[src/rtl/tdc_event_arbiter.sv]
// Timestamps per-channel TDC hits with a free-running coarse counter and
// round-robin merges them into one ready/valid stream, tracking events lost to backpressure.
module tdc_event_arbiter #(
  parameter  int unsigned CHANNEL_COUNT = 2,
  parameter  int unsigned RAW_COUNT     = 9,
  parameter  int unsigned FP_COUNT      = 13,
  parameter  int unsigned COARSE_WIDTH  = 32,
  parameter  int unsigned LOST_WIDTH    = 16,
  localparam int unsigned CHAN_W        = (CHANNEL_COUNT > 1) ? $clog2(CHANNEL_COUNT) : 1
) (
  input  logic                               clk_i,
  input  logic                               reset_i,
  input  logic                               enable_i,
  input  logic                               tdc_ready_i,
  input  logic                               cc_rst_i,
  input  logic                               clear_lost_i,
  input  logic [CHANNEL_COUNT-1:0]           detect_i,
  input  logic [CHANNEL_COUNT-1:0]           polarity_i,
  input  logic [CHANNEL_COUNT*RAW_COUNT-1:0] raw_i,
  input  logic [CHANNEL_COUNT*FP_COUNT-1:0]  fp_i,
  output logic                               evt_valid_o,
  input  logic                               evt_ready_i,
  output logic [CHAN_W-1:0]                  evt_chan_o,
  output logic                               evt_pol_o,
  output logic [RAW_COUNT-1:0]               evt_raw_o,
  output logic [FP_COUNT-1:0]                evt_fp_o,
  output logic [COARSE_WIDTH-1:0]            evt_coarse_o,
  output logic                               cc_wrap_o,
  output logic [CHANNEL_COUNT-1:0]           lost_o,
  output logic [LOST_WIDTH-1:0]              lost_cnt_o
);

  // Slot/output payload layout: {pol, raw, fp, coarse}
  localparam int unsigned PAY_W = 1 + RAW_COUNT + FP_COUNT + COARSE_WIDTH;
  localparam int unsigned SUM_W = LOST_WIDTH + CHAN_W + 1;
  localparam logic [SUM_W-1:0] CNT_MAX = SUM_W'({LOST_WIDTH{1'b1}});

  typedef enum logic {ST_EMPTY = 1'b0, ST_FULL = 1'b1} state_e;

  state_e                   state_q, state_d;
  logic [COARSE_WIDTH-1:0]  coarse_q, coarse_d;
  logic                     cc_wrap_q, cc_wrap_d;
  logic [CHAN_W-1:0]        rr_ptr_q, rr_ptr_d;
  logic [CHAN_W-1:0]        evt_chan_q, evt_chan_d;
  logic [PAY_W-1:0]         evt_data_q, evt_data_d;
  logic [CHANNEL_COUNT-1:0] slot_full_q, slot_full_d;
  logic [PAY_W-1:0]         slot_data_q [CHANNEL_COUNT];
  logic [PAY_W-1:0]         slot_data_d [CHANNEL_COUNT];
  logic [CHANNEL_COUNT-1:0] lost_q, lost_d;
  logic [LOST_WIDTH-1:0]    lost_cnt_q, lost_cnt_d;

  logic                     load_ok;
  logic                     grant_vld;
  logic [CHAN_W-1:0]        grant_idx;
  logic [CHANNEL_COUNT-1:0] drop;
  logic [SUM_W-1:0]         drop_cnt;
  logic [SUM_W-1:0]         cnt_sum;
  logic                     cap;
  int unsigned              idx;

  // Coarse counter; wrap pulse only on natural rollover, not on clear
  always_comb begin
    coarse_d  = coarse_q + COARSE_WIDTH'(1);
    cc_wrap_d = &coarse_q;
    if (cc_rst_i) begin
      coarse_d  = '0;
      cc_wrap_d = 1'b0;
    end
  end

  always_comb begin
    state_d     = state_q;
    rr_ptr_d    = rr_ptr_q;
    evt_chan_d  = evt_chan_q;
    evt_data_d  = evt_data_q;
    slot_full_d = slot_full_q;
    slot_data_d = slot_data_q;
    lost_d      = lost_q;
    lost_cnt_d  = lost_cnt_q;
    grant_vld   = 1'b0;
    grant_idx   = '0;
    drop        = '0;
    drop_cnt    = '0;
    cnt_sum     = '0;
    cap         = 1'b0;
    idx         = 0;
    load_ok     = (state_q == ST_EMPTY) || evt_ready_i;

    // Round-robin search starting at the stored pointer (last grant + 1)
    if (load_ok) begin
      for (int unsigned i = 0; i < CHANNEL_COUNT; i++) begin
        idx = 32'(rr_ptr_q) + i;
        if (idx >= CHANNEL_COUNT) idx = idx - CHANNEL_COUNT;
        if (!grant_vld && slot_full_q[CHAN_W'(idx)]) begin
          grant_vld = 1'b1;
          grant_idx = CHAN_W'(idx);
        end
      end
    end

    if (grant_vld) begin
      evt_data_d = slot_data_q[grant_idx];
      evt_chan_d = grant_idx;
      rr_ptr_d   = (grant_idx == CHAN_W'(CHANNEL_COUNT - 1)) ? '0 : grant_idx + CHAN_W'(1);
    end

    case (state_q)
      ST_EMPTY: if (grant_vld) state_d = ST_FULL;
      ST_FULL:  if (evt_ready_i && !grant_vld) state_d = ST_EMPTY;
      default:  state_d = ST_EMPTY;
    endcase

    // Slot update: a same-cycle drain frees the slot for the new capture
    for (int unsigned c = 0; c < CHANNEL_COUNT; c++) begin
      cap = detect_i[c] && enable_i && tdc_ready_i;
      if (grant_vld && (grant_idx == CHAN_W'(c))) slot_full_d[c] = 1'b0;
      if (cap) begin
        if (slot_full_q[c] && !(grant_vld && (grant_idx == CHAN_W'(c)))) begin
          drop[c] = 1'b1;
        end else begin
          slot_full_d[c] = 1'b1;
          slot_data_d[c] = {polarity_i[c], raw_i[c*RAW_COUNT +: RAW_COUNT],
                            fp_i[c*FP_COUNT +: FP_COUNT], coarse_q};
        end
      end
      drop_cnt = drop_cnt + SUM_W'(drop[c]);
    end

    cnt_sum = SUM_W'(lost_cnt_q) + drop_cnt;
    if (clear_lost_i) begin
      lost_d     = '0;
      lost_cnt_d = '0;
    end else begin
      lost_d     = lost_q | drop;
      lost_cnt_d = (cnt_sum > CNT_MAX) ? {LOST_WIDTH{1'b1}} : LOST_WIDTH'(cnt_sum);
    end
  end

  always_ff @(posedge clk_i or negedge reset_i) begin
    if (!reset_i) begin
      state_q     <= ST_EMPTY;
      coarse_q    <= '0;
      cc_wrap_q   <= 1'b0;
      rr_ptr_q    <= '0;
      evt_chan_q  <= '0;
      evt_data_q  <= '0;
      slot_full_q <= '0;
      lost_q      <= '0;
      lost_cnt_q  <= '0;
      for (int unsigned c = 0; c < CHANNEL_COUNT; c++) slot_data_q[c] <= '0;
    end else begin
      state_q     <= state_d;
      coarse_q    <= coarse_d;
      cc_wrap_q   <= cc_wrap_d;
      rr_ptr_q    <= rr_ptr_d;
      evt_chan_q  <= evt_chan_d;
      evt_data_q  <= evt_data_d;
      slot_full_q <= slot_full_d;
      lost_q      <= lost_d;
      lost_cnt_q  <= lost_cnt_d;
      for (int unsigned c = 0; c < CHANNEL_COUNT; c++) slot_data_q[c] <= slot_data_d[c];
    end
  end

  assign evt_valid_o  = (state_q == ST_FULL);
  assign evt_chan_o   = evt_chan_q;
  assign evt_pol_o    = evt_data_q[PAY_W-1];
  assign evt_raw_o    = evt_data_q[COARSE_WIDTH+FP_COUNT +: RAW_COUNT];
  assign evt_fp_o     = evt_data_q[COARSE_WIDTH +: FP_COUNT];
  assign evt_coarse_o = evt_data_q[COARSE_WIDTH-1:0];
  assign cc_wrap_o    = cc_wrap_q;
  assign lost_o       = lost_q;
  assign lost_cnt_o   = lost_cnt_q;

endmodule

[config.mk]
export PLATFORM = sky130hd
export DESIGN_NAME = tdc_event_arbiter
export DESIGN_NICKNAME = d
export VERILOG_FILES = /design/src/rtl/tdc_event_arbiter.sv
export SDC_FILE = /design/constraint.sdc
export NUM_CORES = 1
export LEC_CHECK = 0
export ABC_CLOCK_PERIOD_IN_PS = 4400
export BUFFER_PORTS_ARGS = -buffer_cell sky130_fd_sc_hd__buf_2
export CAP_MARGIN = 10
export CORE_MARGIN = 4
export CORE_UTILIZATION = 62
export CTS_CLUSTER_SIZE = 20
export DETAILED_ROUTE_END_ITERATION = 8
export PLACE_DENSITY = 0.95
export RECOVER_POWER = 100
export SYNTH_ARGS = -nofsm -noshare
export SYNTH_HDL_FRONTEND = slang
export SYNTH_SLANG_ARGS = --single-unit
export TNS_END_PERCENT = 10
[constraint.sdc]
create_clock -name clk_i -period 4.4 [get_ports clk_i]
set_input_delay 0 -clock clk_i [delete_from_list [all_inputs] [get_ports clk_i]]
set_output_delay 0 -clock clk_i [all_outputs]
set_load 0.005 [all_outputs]
=== Word level (Yosys, flattened, before mapping) ===
Cells that the tools add are included.

* Multiply operators: 0
* Div/mod/pow operators: 0
* Reductions and logical operators: 18
* Shifts and indexed selects: 0
* Bitwise logic cells: 6
* Muxes and demuxes: 37
* Eq/ne operators: 0
* Magnitude comparators: 6
* $add $sub $neg: 7

{| class="wikitable"
|+ Operator list
! cell !! number
|-
| 55-bit 2-to-1 mux || 3
|-
| 32-bit by 1-bit adder with 32-bit output, second input constant || 1
|-
| 16-bit 2-to-1 mux || 2
|-
| 32-bit 2-to-1 mux || 1
|-
| 32-bit AND reduction || 1
|-
| 1-bit 2-to-1 mux || 29
|-
| 16-bit by 2-bit adder with 17-bit output || 1
|-
| 17-bit by 16-bit greater-than comparator with 1-bit output, second input constant || 1
|-
| 1-bit logical AND || 10
|-
| 2-bit >= comparator, second input constant || 2
|-
| 1-bit zero test || 4
|-
| 1-bit by 2-bit < comparator with 1-bit output, second input constant || 2
|-
| 1-bit NOT || 4
|-
| 2-bit AND reduction || 2
|-
| 1-bit by 1-bit adder with 2-bit output || 1
|-
| 1-bit by 1-bit adder with 2-bit output, second input constant || 1
|-
| 1-bit by 2-bit >= comparator with 1-bit output, second input constant || 1
|-
| 2-bit 2-to-1 mux || 1
|-
| 1-bit NOT with 2-bit output || 1
|-
| 2-bit bitwise OR || 1
|-
| 1-bit case mux with 2 select lines || 1
|-
| 1-bit subtractor, second input constant || 2
|-
| 1-bit adder, second input constant || 1
|-
| 1-bit logical OR || 1
|}

* Memories kept: 0
* Bits in writable memories: 0
* Word-level logic and storage cells: 85
* Register bits: 221
* ROM bits: 0
* Latch bits: 0

=== Depth between registers and ports, before layout ===
* Depth in word-level cells: 22
* Mapped depth: 13
* Gate-level depth less buffers: 10

=== Worst setup path after synthesis ===
No wires, ideal clock.

* Kind: register to register
* Start point: reg rr_ptr_q
* End point: reg lost_cnt_q[10], in the netlist lost_cnt_o[10]
* Stages on the path, launching flop included: 14
* Setup time: 0.078 ns
* Buffers on the path: 3
* Data arrival time: 2.853 ns
* Setup slack: 1.469 ns
* Clock period less this slack: 2.931 ns
* Path through: dfrtp_1 > nand2b_1 > nand3_1 > buf_2 > clkbuf_1 > nand2_1 > nor2_1 > fa_1 > ha_1 > nand3_1 > nor2_1 > nand3_1 > clkbuf_1 > a21oi_1

* Longest elaborated chain between the ends: 22
* Elaborated cells between the ends (all ways): 38
* Classes of those cells: 5 x add/sub; 3 x order compare; 21 x mux; 1 x bitwise; 8 x reduce/logical

{| class="wikitable"
|+ RTL lines
! element !! line !! source
|-
| start: declaration || 43 || <nowiki>logic [CHAN_W-1:0] rr_ptr_q, rr_ptr_d;</nowiki>
|-
| start signal: assignment || 155 || <nowiki>rr_ptr_q <= rr_ptr_d;</nowiki>
|-
| 1-bit by 2-bit >= comparator with 1-bit output or 1-bit subtractor (tied branches) || 93 || <nowiki>if (idx >= CHANNEL_COUNT) idx = idx - CHANNEL_COUNT;</nowiki>
|-
| 1-bit 2-to-1 mux || 93 ||
|-
| 1-bit 2-to-1 mux || 90 || <nowiki>if (load_ok) begin</nowiki>
|-
| 1-bit 2-to-1 mux (implied by the code) (2 in a row) || 94 || <nowiki>if (!grant_vld && slot_full_q[CHAN_W'(idx)]) begin</nowiki>
|-
| 1-bit 2-to-1 mux || 94 ||
|-
| 1-bit 2-to-1 mux || 90 ||
|-
| 1-bit zero test || 94 ||
|-
| 1-bit logical AND || 94 ||
|-
| [6 not listed] || - ||
|-
| 1-bit 2-to-1 mux || 118 || <nowiki>if (slot_full_q[c] && !(grant_vld && (grant_idx == CHAN_W'(c)))) begin</nowiki>
|-
| 1-bit 2-to-1 mux || 117 || <nowiki>if (cap) begin</nowiki>
|-
| 1-bit by 1-bit adder with 2-bit output * || 126 || <nowiki>drop_cnt = drop_cnt + SUM_W'(drop[c]);</nowiki>
|-
| 16-bit by 2-bit adder with 17-bit output * || 129 || <nowiki>cnt_sum = SUM_W'(lost_cnt_q) + drop_cnt;</nowiki>
|-
| 17-bit by 16-bit greater-than comparator with 1-bit output || 135 || <nowiki>lost_cnt_d = (cnt_sum > CNT_MAX) ? {LOST_WIDTH{1'b1}} : LOST_WIDTH'(cnt_sum);</nowiki>
|-
| 16-bit 2-to-1 mux * || 135 ||
|-
| 16-bit 2-to-1 mux * || 130 || <nowiki>if (clear_lost_i) begin</nowiki>
|-
| via lost_cnt_d[10] || 50 || <nowiki>logic [LOST_WIDTH-1:0] lost_cnt_q, lost_cnt_d;</nowiki>
|-
| end signal: assignment || 160 || <nowiki>lost_cnt_q <= lost_cnt_d;</nowiki>
|-
| end: declaration || 50 ||
|}

The timed path passes the listed nets; every way through them passes the cells marked *. The select of a mux whose other input is x is not followed.
A chain may end at the register's enable or synchronous reset.

=== Worst setup path in the final report ===
* Start point: reg state_q, in the netlist evt_valid_o
* End point: reg slot_data_q[97] (netlist name)

* Longest elaborated chain between the ends: 9
* Elaborated cells between the ends (all ways): 10
* Classes of those cells: 2 x mux; 3 x bitwise; 5 x reduce/logical

{| class="wikitable"
|+ RTL lines
! element !! line !! source
|-
| start: declaration || 40 || <nowiki>state_e state_q, state_d;</nowiki>
|-
| start signal: assignment || 152 || <nowiki>state_q <= state_d;</nowiki>
|-
| 1-bit NOT * || - ||
|-
| 1-bit logical OR * || 87 || <nowiki>load_ok = (state_q == ST_EMPTY) || evt_ready_i;</nowiki>
|-
| 1-bit 2-to-1 mux || 90 ||
|-
| 1-bit NOT || 118 ||
|-
| 1-bit logical AND * || 118 ||
|-
| 1-bit zero test * || 118 ||
|-
| 1-bit logical AND * || 118 ||
|-
| 1-bit NOT (no line) * || - ||
|-
| 2-bit AND reduction (no line) * || - ||
|-
| end: declaration || 47 || <nowiki>logic [PAY_W-1:0] slot_data_q [CHANNEL_COUNT];</nowiki>
|}

Every way passes the cells marked *; elsewhere a longest branch is shown, timed or not.

==> impl_metrics.csv <==
group,metric,value,unit
timing,rsz0062_at_grt,"false",
power_and_ir_drop,power.density,510,nW/um^2
yosys,synth_edf_count,0,
global_route,grt-ovfl-total,0,
run_status,violations,"capacitance limit, slew limit",
timing,setup_tns,0,ns
cells_and_area,finish.utilization,77.8,%
cells_and_area,seqCellArea,5530,sq um
critical_path,ff2ff_setup_slack,0.89,ns
critical_path,cp_max_fo,28,
timing,fin_skew,0.0126,ns
floorplanning,dieHeight,131,um
yosys,yosysWarnings,0,
cells_and_area,drive_gt1_share,23.6,%
timing,timing.fmax,0.285,GHz
placement,dp_hpwl,13.2,mm
clocking,cts_resized,0,
floorplanning,coreArea,14700,sq um
clocking,numCtsBuffers,22,
yosys,ys_ff_latch,221,
yosys,ys_types,41,
yosys,ys_seq_area_share,58.8,%
clocking,clk_pin_slew,0.06,ns
critical_path,endpoint_kind,"flop",
global_route,grt_usage,31.5,%
clocking,cts-root-buf,"clkbuf_16",
cells_and_area,n_fill_cell,757,
routing,postRouteAntennaNets,0,
critical_path,start_kind,"flop",
yosys,async_reset_ff_share,100,%
timing,drv_slew,165,
timing,fin_crit_sh,79.7,%
clocking,cts_max_level,1,
floorplanning,initial_core_util,63.9,%
routing,drc,0,
cells_and_area,fin_nets,1003,
power_and_ir_drop,p_leak,5.43,nW
routing,drtPass1Iterations,6,
routing,drt_wl_total,27.2,mm
yosys,yosys-top-cells-area,"dfrtp_1 (59%), mux2_2 (13%), mux2i_1 (6.1%)",
floorplanning,die_area,17200,sq um
floorplanning,rows,44,
critical_path,cp.arrival,3.86,ns
routing,vias,7456,
global_route,grt_max_degree,119,
routing,wire_per_inst,23.7,um
clocking,cts_max_path_buffers,3,
job,cap_viol_max_count,2,
routing,first_iter_violations,868,
clocking,clk_latency,0.50,ns
timing,relSlewSlack,-91.2,%
yosys,synthesis.nets,835,
routing,avgViaCountPerCell,6.51,
critical_path,required,4.76,ns
cells_and_area,multi_input_area,3650,sq um
yosys,yosysTopAreaCellShare,58.8,%
global_route,grt_pass1_vias,7653,
global_route,antenna_found_initial,4,
critical_path,crit_type,"flop to flop",
floorplanning,die_x,131,um
clocking,cts_tree,"built",
yosys,synth_largest_area_cell,"dfrtp_1",
run_status,status,"finished, violations left",
placement,globalplace.congestion,0.817,
yosys,syn_inst,776,
placement,io_buffer_count,130,
global_route,grt_pass1_wl,44.0,mm
yosys,ys.flop_type,"dfrtp_1",
timing,worst_slew_pin_slew,2.87,ns
timing,setup_viol,0,
timing,report.final.hold_viol_count,0,
worst_hold_path,hp-class,"input pin to flop",
yosys,synth_area,9400,sq um
floorplanning,ios,131,
cells_and_area,area_growth_syn_to_layout,21.6,%
clocking,cts_sinks,221,
timing,fin_crit,3.51,ns
power_and_ir_drop,peakVddDrop,303,uV
yosys,postSynthAreaPerCell,12.1,sq um
[cell type report]
class	instances	area share, %
tap	184	2.01
clock buffer	27	5.43
clock inverter	10	1.36
multi-input combinational	496	31.9
timing repair buffer	193	10.5
sequential	221	48.4
antenna	4	0.0876
inverter	10	0.328
[where the power goes]
part / total [mW] / internal (mW) / switching [mW] / leakage (nW)
logic: 1.19 / 0.490 / 0.697 / 2.12
clock network: 2.03 / 1.23 / 0.794 / 0.379
registers: 2.62 / 2.36 / 0.256 / 2.93
[per-layer routing]
layer / vias up / share of wire (%) / global-route usage [%]
met2: 541 / 51 / 54.4
met4: 0 / 5.3 / 13.5
met5: - / 0 / 0
met1: 3688 / 36 / 39.0
li1: 3087 / - / -
met3: 140 / 8.2 / 6.31
[repair_timing]
action,4_1_cts,5_1_grt
hold buffers,55,0
setup endpoints to repair,0,0
endpoints found under the hold margin,182,0
buffers inserted,0,0
[worst max-delay path: stages, from the launching register on]
cell      delay, ns
dfrtp_1        0.40
nand2b_1       0.30
a21boi_0       0.31
nor2_4         0.78
clkbuf_1       1.13
mux2_1         0.43
[through the flow]
| step | cells | setup slack [ns] | area [sq um] | hold slack (ns) | power (mW) |
|---|---|---|---|---|---|
| after floorplan | 776 | 1.47 | 9400 | -0.296 | 3.26 |
| after global placement | 1049 | 1.62 | 10200 | 0.198 | 3.59 |
| after detailed placement | 1049 | 1.48 | 10200 | 0.194 | 3.67 |
| after CTS | 1141 | 1.44 | 11500 | 0.00670 | 5.73 |
| after global routing | 1145 | 0.723 | 11400 | 0.0453 | 6.04 |
| final | 1145 | 0.894 | 11400 | 0.0250 | 5.83 |
[cells in the mapped netlist, drive strengths merged, types with 2 or more instances]
library cell / n
or2: 2
nor3: 7
a21oi: 30
nor4: 5
nand3: 22
nand2: 76
a21boi: 2
nor2: 29
and4: 3
nand4: 14
mux2i: 57
a31oi: 2
or4: 15
buf: 10
nand2b: 3
ha: 3
or3: 2
clkbuf: 39
inv: 10
o21ai: 59
dfrtp: 221
xnor2: 14
o31ai: 14
nor2b: 3
xor2: 8
mux2: 112
and3: 5
[state kept, by name, indices dropped and copies added, names as in the netlist]
| signal | count |
|---|---|
| cc_wrap_o | 1 |
| coarse_q | 32 |
| evt_chan_o | 1 |
| evt_data_q | 55 |
| evt_valid_o | 1 |
| lost_cnt_o | 16 |
| lost_o | 2 |
| rr_ptr_q | 1 |
| slot_data_q | 110 |
| slot_full_q | 2 |
[cells in the final DEF, fill, tap and decap left out, types with 15 or more instances in the layout]
master / n
or4_1: 15
a21oi_1: 30
nand3_1: 21
mux2i_1: 57
dlygate4sd3_1: 55
dfrtp_1: 221
buf_2: 80
clkbuf_16: 23
mux2_2: 100
o21ai_0: 58
nor2_1: 28
clkbuf_1: 53
nand2_1: 76
[cell families (layout without fill, tap and decap cells)]
| family | count (synthesis) | after routing | share of synthesized area (%) |
|---|---|---|---|
| flops | 221 | 221 | 58.8 |
| simple gates | 190 | 190 | 9.93 |
| mux | 169 | 169 | 19.5 |
| compound gates | 111 | 111 | 6.52 |
| buf+inv | 59 | 240 | 2.54 |
| xor+xnor | 22 | 22 | 2.05 |
| fa+ha+maj | 4 | 4 | 0.612 |
| other cells | 0 | 4 | 0 |
[worst paths after layout]
check	cells after the start	end	start
max in group asynchronous	3	slot_data_q[2]	reset_i
setup / recovery	5	slot_data_q[97]	evt_valid_o
setup reg to reg	5	slot_data_q[97]	evt_valid_o
min in group asynchronous	2	cc_wrap_o	reset_i
hold reg to reg	2	evt_data_q[10]	evt_data_q[10]
hold / removal	2	coarse_q[10]	cc_rst_i
Note: power is estimated with default switching activity, not from simulation.
